[config.mk]
export PLATFORM = sky130hd
export DESIGN_NAME = sayuru_port_arbiter
export DESIGN_NICKNAME = d
export VERILOG_FILES = /design/src/rtl/sayuru_pkg.sv /design/src/rtl/sayuru_id_fifo.sv /design/src/rtl/sayuru_port_arbiter.sv
export SDC_FILE = /design/constraint.sdc
export NUM_CORES = 1
export LEC_CHECK = 0
export CAP_MARGIN = 10
export CORE_AREA = 2 2 104 106
export CTS_CLUSTER_DIAMETER = 50
export DETAILED_ROUTE_END_ITERATION = 7
export DIE_AREA = 0 0 106 108
export RECOVER_POWER = 25
export SYNTH_ARGS = -nofsm -noshare
export SYNTH_HDL_FRONTEND = slang
export SYNTH_SLANG_ARGS = --single-unit
export TNS_END_PERCENT = 20
[constraint.sdc]
create_clock -name clk -period 2.5 [get_ports clk]
set_input_delay 0.5 -clock clk [delete_from_list [all_inputs] [get_ports clk]]
set_output_delay 0.5 -clock clk [all_outputs]
set_load 0.02 [all_outputs]
[src/rtl/sayuru_pkg.sv]
// Shared types and constants for the Sayuru cache-port arbiter.
// Requester ID, requester count and arbiter FSM state encoding.
package sayuru_pkg;

    localparam int N_REQ = 2;

    typedef logic req_id_t;

    typedef enum logic [1:0] {
        IDLE  = 2'd0,
        LOCK0 = 2'd1,
        LOCK1 = 2'd2
    } arb_state_t;

endpackage

[src/rtl/sayuru_id_fifo.sv]
// In-order ID FIFO remembering which master owns each outstanding transaction.
// The head is read combinationally from registered storage, so rvalid can be routed in the same cycle.
module sayuru_id_fifo #(
    parameter int DEPTH = 2,
    parameter int WIDTH = 1
) (
    input  logic             clk,
    input  logic             rst,
    input  logic             push,
    input  logic [WIDTH-1:0] din,
    input  logic             pop,
    output logic             full,
    output logic             empty,
    output logic [WIDTH-1:0] head
);

    localparam int PTR_W = (DEPTH > 1) ? $clog2(DEPTH) : 1;
    localparam int CNT_W = $clog2(DEPTH + 1);

    logic [WIDTH-1:0] mem [DEPTH];
    logic [PTR_W-1:0] wr_ptr_reg;
    logic [PTR_W-1:0] rd_ptr_reg;
    logic [CNT_W-1:0] count_reg;
    logic             do_push;
    logic             do_pop;

    function automatic logic [PTR_W-1:0] ptr_inc(input logic [PTR_W-1:0] ptr);
        return (ptr == PTR_W'(DEPTH - 1)) ? '0 : ptr + 1'b1;
    endfunction

    assign full    = (count_reg == CNT_W'(DEPTH));
    assign empty   = (count_reg == '0);
    assign head    = mem[rd_ptr_reg];
    assign do_pop  = pop & ~empty;
    // A simultaneous pop frees the slot the push lands in, so push is legal when full.
    assign do_push = push & (~full | do_pop);

    always_ff @(posedge clk or posedge rst) begin
        if (rst) begin
            wr_ptr_reg <= '0;
            rd_ptr_reg <= '0;
            count_reg  <= '0;
        end else begin
            if (do_push) wr_ptr_reg <= ptr_inc(wr_ptr_reg);
            if (do_pop)  rd_ptr_reg <= ptr_inc(rd_ptr_reg);
            case ({do_push, do_pop})
                2'b10:   count_reg <= count_reg + 1'b1;
                2'b01:   count_reg <= count_reg - 1'b1;
                default: count_reg <= count_reg;
            endcase
        end
    end

    always_ff @(posedge clk) begin
        if (do_push) mem[wr_ptr_reg] <= din;
    end

endmodule

[src/rtl/sayuru_port_arbiter.sv]
// Round-robin, request-locking arbiter sharing the data cache slave port between two masters.
// Responses are steered back to their issuer through an in-order ID FIFO.
module sayuru_port_arbiter
    import sayuru_pkg::*;
#(
    parameter int ADDR_WIDTH      = 16,
    parameter int DATA_WIDTH      = 32,
    parameter int MAX_OUTSTANDING = 2
) (
    input  logic                    clk,
    input  logic                    rst,
    input  logic                    m0_req_i,
    input  logic                    m1_req_i,
    output logic                    m0_gnt_o,
    output logic                    m1_gnt_o,
    output logic                    m0_rvalid_o,
    output logic                    m1_rvalid_o,
    input  logic [ADDR_WIDTH-1:0]   m0_addr_i,
    input  logic [ADDR_WIDTH-1:0]   m1_addr_i,
    input  logic                    m0_we_i,
    input  logic                    m1_we_i,
    input  logic [DATA_WIDTH/8-1:0] m0_be_i,
    input  logic [DATA_WIDTH/8-1:0] m1_be_i,
    input  logic [DATA_WIDTH-1:0]   m0_wdata_i,
    input  logic [DATA_WIDTH-1:0]   m1_wdata_i,
    output logic [DATA_WIDTH-1:0]   m0_rdata_o,
    output logic [DATA_WIDTH-1:0]   m1_rdata_o,
    output logic                    s_req_o,
    input  logic                    s_gnt_i,
    input  logic                    s_rvalid_i,
    output logic [ADDR_WIDTH-1:0]   s_addr_o,
    output logic                    s_we_o,
    output logic [DATA_WIDTH/8-1:0] s_be_o,
    output logic [DATA_WIDTH-1:0]   s_wdata_o,
    input  logic [DATA_WIDTH-1:0]   s_rdata_i,
    output logic                    proto_err_o
);

    arb_state_t       state_reg, state_next;
    req_id_t          rr_last_reg;
    req_id_t          sel;
    logic             proto_err_reg;
    logic [N_REQ-1:0] req_vec;
    logic [N_REQ-1:0] gnt_vec;
    logic [N_REQ-1:0] rvalid_vec;
    logic             sel_req;
    logic             handshake;
    logic             fifo_full;
    logic             fifo_empty;
    req_id_t          fifo_head;

    assign req_vec = {m1_req_i, m0_req_i};

    always_comb begin
        sel        = 1'b0;
        state_next = state_reg;
        case (state_reg)
            LOCK0:   sel = 1'b0;
            LOCK1:   sel = 1'b1;
            default: sel = (&req_vec) ? ~rr_last_reg : req_vec[1];
        endcase
        // Once a winner is stalled, the selection stays frozen until the cache accepts it.
        if (handshake)
            state_next = IDLE;
        else if (state_reg == IDLE && sel_req)
            state_next = sel ? LOCK1 : LOCK0;
    end

    assign sel_req   = req_vec[sel];
    assign s_req_o   = sel_req & ~fifo_full & ~rst;
    assign handshake = s_req_o & s_gnt_i;

    assign s_addr_o  = sel ? m1_addr_i  : m0_addr_i;
    assign s_we_o    = sel ? m1_we_i    : m0_we_i;
    assign s_be_o    = sel ? m1_be_i    : m0_be_i;
    assign s_wdata_o = sel ? m1_wdata_i : m0_wdata_i;

    genvar gi;
    generate
        for (gi = 0; gi < N_REQ; gi++) begin : g_route
            assign gnt_vec[gi]    = handshake & (sel == req_id_t'(gi));
            assign rvalid_vec[gi] = s_rvalid_i & ~fifo_empty & ~rst & (fifo_head == req_id_t'(gi));
        end
    endgenerate

    assign m0_gnt_o    = gnt_vec[0];
    assign m1_gnt_o    = gnt_vec[1];
    assign m0_rvalid_o = rvalid_vec[0];
    assign m1_rvalid_o = rvalid_vec[1];
    assign m0_rdata_o  = s_rdata_i;
    assign m1_rdata_o  = s_rdata_i;
    assign proto_err_o = proto_err_reg;

    always_ff @(posedge clk or posedge rst) begin
        if (rst) begin
            state_reg     <= IDLE;
            rr_last_reg   <= 1'b1;
            proto_err_reg <= 1'b0;
        end else begin
            state_reg <= state_next;
            if (handshake)                proto_err_reg <= proto_err_reg;
            if (handshake)                rr_last_reg   <= sel;
            if (s_rvalid_i && fifo_empty) proto_err_reg <= 1'b1;
        end
    end

    sayuru_id_fifo #(
        .DEPTH (MAX_OUTSTANDING),
        .WIDTH (1)
    ) u_id_fifo (
        .clk   (clk),
        .rst   (rst),
        .push  (handshake),
        .din   (sel),
        .pop   (s_rvalid_i),
        .full  (fifo_full),
        .empty (fifo_empty),
        .head  (fifo_head)
    );

endmodule

==> flow_summary.toml <==
[detailed_routing]
drt-total-wl_um = 6201
via_count = 1682
ant_nets = 0
wire_per_inst_um = 14.06
via_per_inst = 3.814
drtPass1Iterations = 4
first_iter_violations = 17
route.detailed.drc = 0

[worst_setup_path]
arrival_ns = 2.04
crit_cells = 10
required_ns = 2.00
cp_num_buf_inv = 6
crit_chain = "inv_2 > ha_4 > a211oi_4 > a21oi_4 > inv_2 > buf_6 > buf_12 > buf_6 > mux2_4 > buf_6"
cp-start-kind = "register"
reg2reg_depth = 9
cp_slowest_stage_delay_ns = 0.39
cp_slowest_cell = "dfrtp_1"
endpoint_kind = "output port"
worstPathMaxFanout = 8
critPathMostFrequentCell = "buf_6"
crit_type = "register to output port"
path_delay_family = "buffers and inverters"

[yosys]
yosysWarnings = 0
synth_area_leader_cell = "buf_4"
synth-simple-area-share_pct = 4.583
synth.area.mux_share_pct = 39.93
syn_nets = 319
ys_ff_latch = 10
ys_seq_area_share_pct = 14.51
synth_top_family_by_area = "multiplexers"
synth_top_area_share_pct = 27.50
syn_inst = 172
syn_area_per_cell_sq_um = 10.48
synth_xor_area_share_pct = 2.431
netlist_area_sq_um = 1802
synth_area_leaders = "buf_4 28%, mux2_4 23%, mux2_2 17%, dfrtp_1 9.7%, edfxtp_1 3.3%"
synth_compound_area_share_pct = 4.028
synth_adder_area_share_pct = 2.083
synth.distinct_cells = 28

[placement]
gp_congestion = 0.7241
portBuffers = 170
place_ws_ns = -0.5624
dp_hpwl_um = 4930

[timing]
layout_worst_path_cycle_share_pct = 101.7
final_hold_viol_count = 0
max_slew_margin_pct = 67.81
rsz0062_at_grt = "true"
fin_skew_ns = 0.004927
holdWs_ns = 0.4542
tightest_slew_ns = 0.4828
fmax_mhz = 393.5
tns_ns = -0.6370
worst_slack_ns = -0.04148
drv_slew = 0
setup_viol = 34
period_needed_ns = 2.541

[layout]
antenna_cells = 0
drive_gt1_share_pct = 50.82
nets = 453
area_delta_synth_final_pct = 93.75

[power_and_ir_drop]
powerDensity_nw_per_um2 = 958.1
leakage_nw = 1.541
total_power_mw = 3.344
ir_worst_vdd_mv = 0.4334

[global_routing]
grt_pass1_wl_um = 8528
grt_pass1_vias = 1711
grt_max_degree = 16
grt_use_total_pct = 9.367
grt.overflow.total = 0
antenna_found_initial = 0

[floorplan]
io_pins = 267
die_w_um = 106
die-area_sq_um = 11450
placeableCoreArea_sq_um = 10230
die_y_um = 108
initial_utilization_pct = 17.61
rows = 37

[cts]
ctsHtreeMaxLevel = 1
clockRootBuffer = "clkbuf_8"
cts_buffers = 3
cts.sinks = 10
ctsHoldBuffers = 0
clk_pin_slew_ns = 0.05
clockBufferDepth = 2
cts_tree = "yes"
clock_latency_ns = 0.23

[run_status]
status = "finished with violations"
violations = "negative setup slack"

[min_path]
hold_path_depth = 1
hold_class = "register to register"

[job]
cap_violations = 0
[report_power, final]
part | switching (mW) | internal (mW) | leakage, nW
Combinational | 1.19 | 1.66 | 1.40
Sequential | 0.0547 | 0.240 | 0.110
Clock | 0.0622 | 0.138 | 0.0288
[worst reg2reg max path, cell delays in order (launching register included)]
cell and delay (ns):
dfrtp_1 0.39, inv_2 0.08, ha_4 0.21, buf_6 0.12
a21bo_2 0.22, a21oi_4 0.19, nand2_2 0.11, ha_1 0.32
nor2_1 0.14, xor2_1 0.16
[placed cells by master, fill, tap and decap left out, drive strengths merged, types with 3 or more instances in the layout]
master,n
clkdlybuf4s50,108
mux2,54
inv,6
dfrtp,7
xnor2,4
ha,3
nor3b,3
buf,81
nor2,5
clkbuf,8
[path summary, 6_finish.rpt]
path	start	endpoint	slack, ns
worst max register to register	state_reg[0]$_DFFE_PP0P_	u_id_fifo.count_reg[1]$_DFFE_PP0P_	0.49
min in group asynchronous	rst	u_id_fifo.rd_ptr_reg$_DFFE_PP0P_	0.97
worst min-delay path	proto_err_o$_DFFE_PP0P_	proto_err_o$_DFFE_PP0P_	0.45
max in group asynchronous	rst	rr_last_reg$_DFFE_PP1P_	1.18
worst min register to register	proto_err_o$_DFFE_PP0P_	proto_err_o$_DFFE_PP0P_	0.45
worst max-delay path	state_reg[0]$_DFFE_PP0P_	s_wdata_o[26]	-0.04
[cells by family (layout without fill, tap and decap cells)]
family,after synthesis,count (layout)
flip-flops,10,10
AO/OA/AOI/OAI,9,9
adder cells (fa/ha/maj),3,3
buffers and inverters,76,209
XOR/XNOR,5,5
AND/OR/NAND/NOR,14,14
multiplexers,55,55
[synthesized netlist by cell type]
cell / instances
a211oi_1: 1
a21bo_2: 1
a21o_1: 1
a21oi_2: 2
a32o_1: 2
and3_1: 2
buf_12: 2
buf_4: 66
buf_6: 1
buf_8: 1
dfrtp_1: 7
dfstp_2: 1
edfxtp_1: 2
ha_1: 3
inv_1: 5
inv_2: 1
mux2_2: 27
mux2_4: 27
mux2i_1: 1
nand2_2: 1
nor2_1: 5
nor2b_1: 2
nor3_1: 1
nor3b_1: 2
nor3b_2: 1
o21ai_0: 2
xnor2_1: 4
xor2_1: 1
[metal layers]
metal	wire length, um	track usage [%]
met5	0	0
met3	753	3.677
met4	136	3.759
met2	3139	16.45
met1	2172	10.14
[cell type report]
cell class                      count  area (sq um)
Fill cell                        1027          6740
Timing Repair Buffer              199          1954
Multi-Input combinational cell     86          1027
Sequential cell                    10         261.5
Tap cell                          136         170.2
Clock buffer                        4         55.05
Inverter                            6         22.52
[metrics by stage]
stage,instance area [sq um],instances,util [%]
after floorplan,1802,172,-
after global placement,3257,424,31.83
after detailed placement,3257,424,31.83
after CTS,3207,437,31.34
after global routing,3491,441,34.12
final,3491,441,34.12
[what timing repair did]
| action | in CTS | in global routing |
|---|---|---|
| resized for setup | 242 | 73 |
| endpoints found under the setup margin | 58 | 56 |
| gates cloned | 2 | 2 |
| setup buffers | 7 | 2 |
| pin swaps | 1 | 3 |
| endpoints found under the hold margin | 0 | 0 |
(Power assumes the default switching activity.)
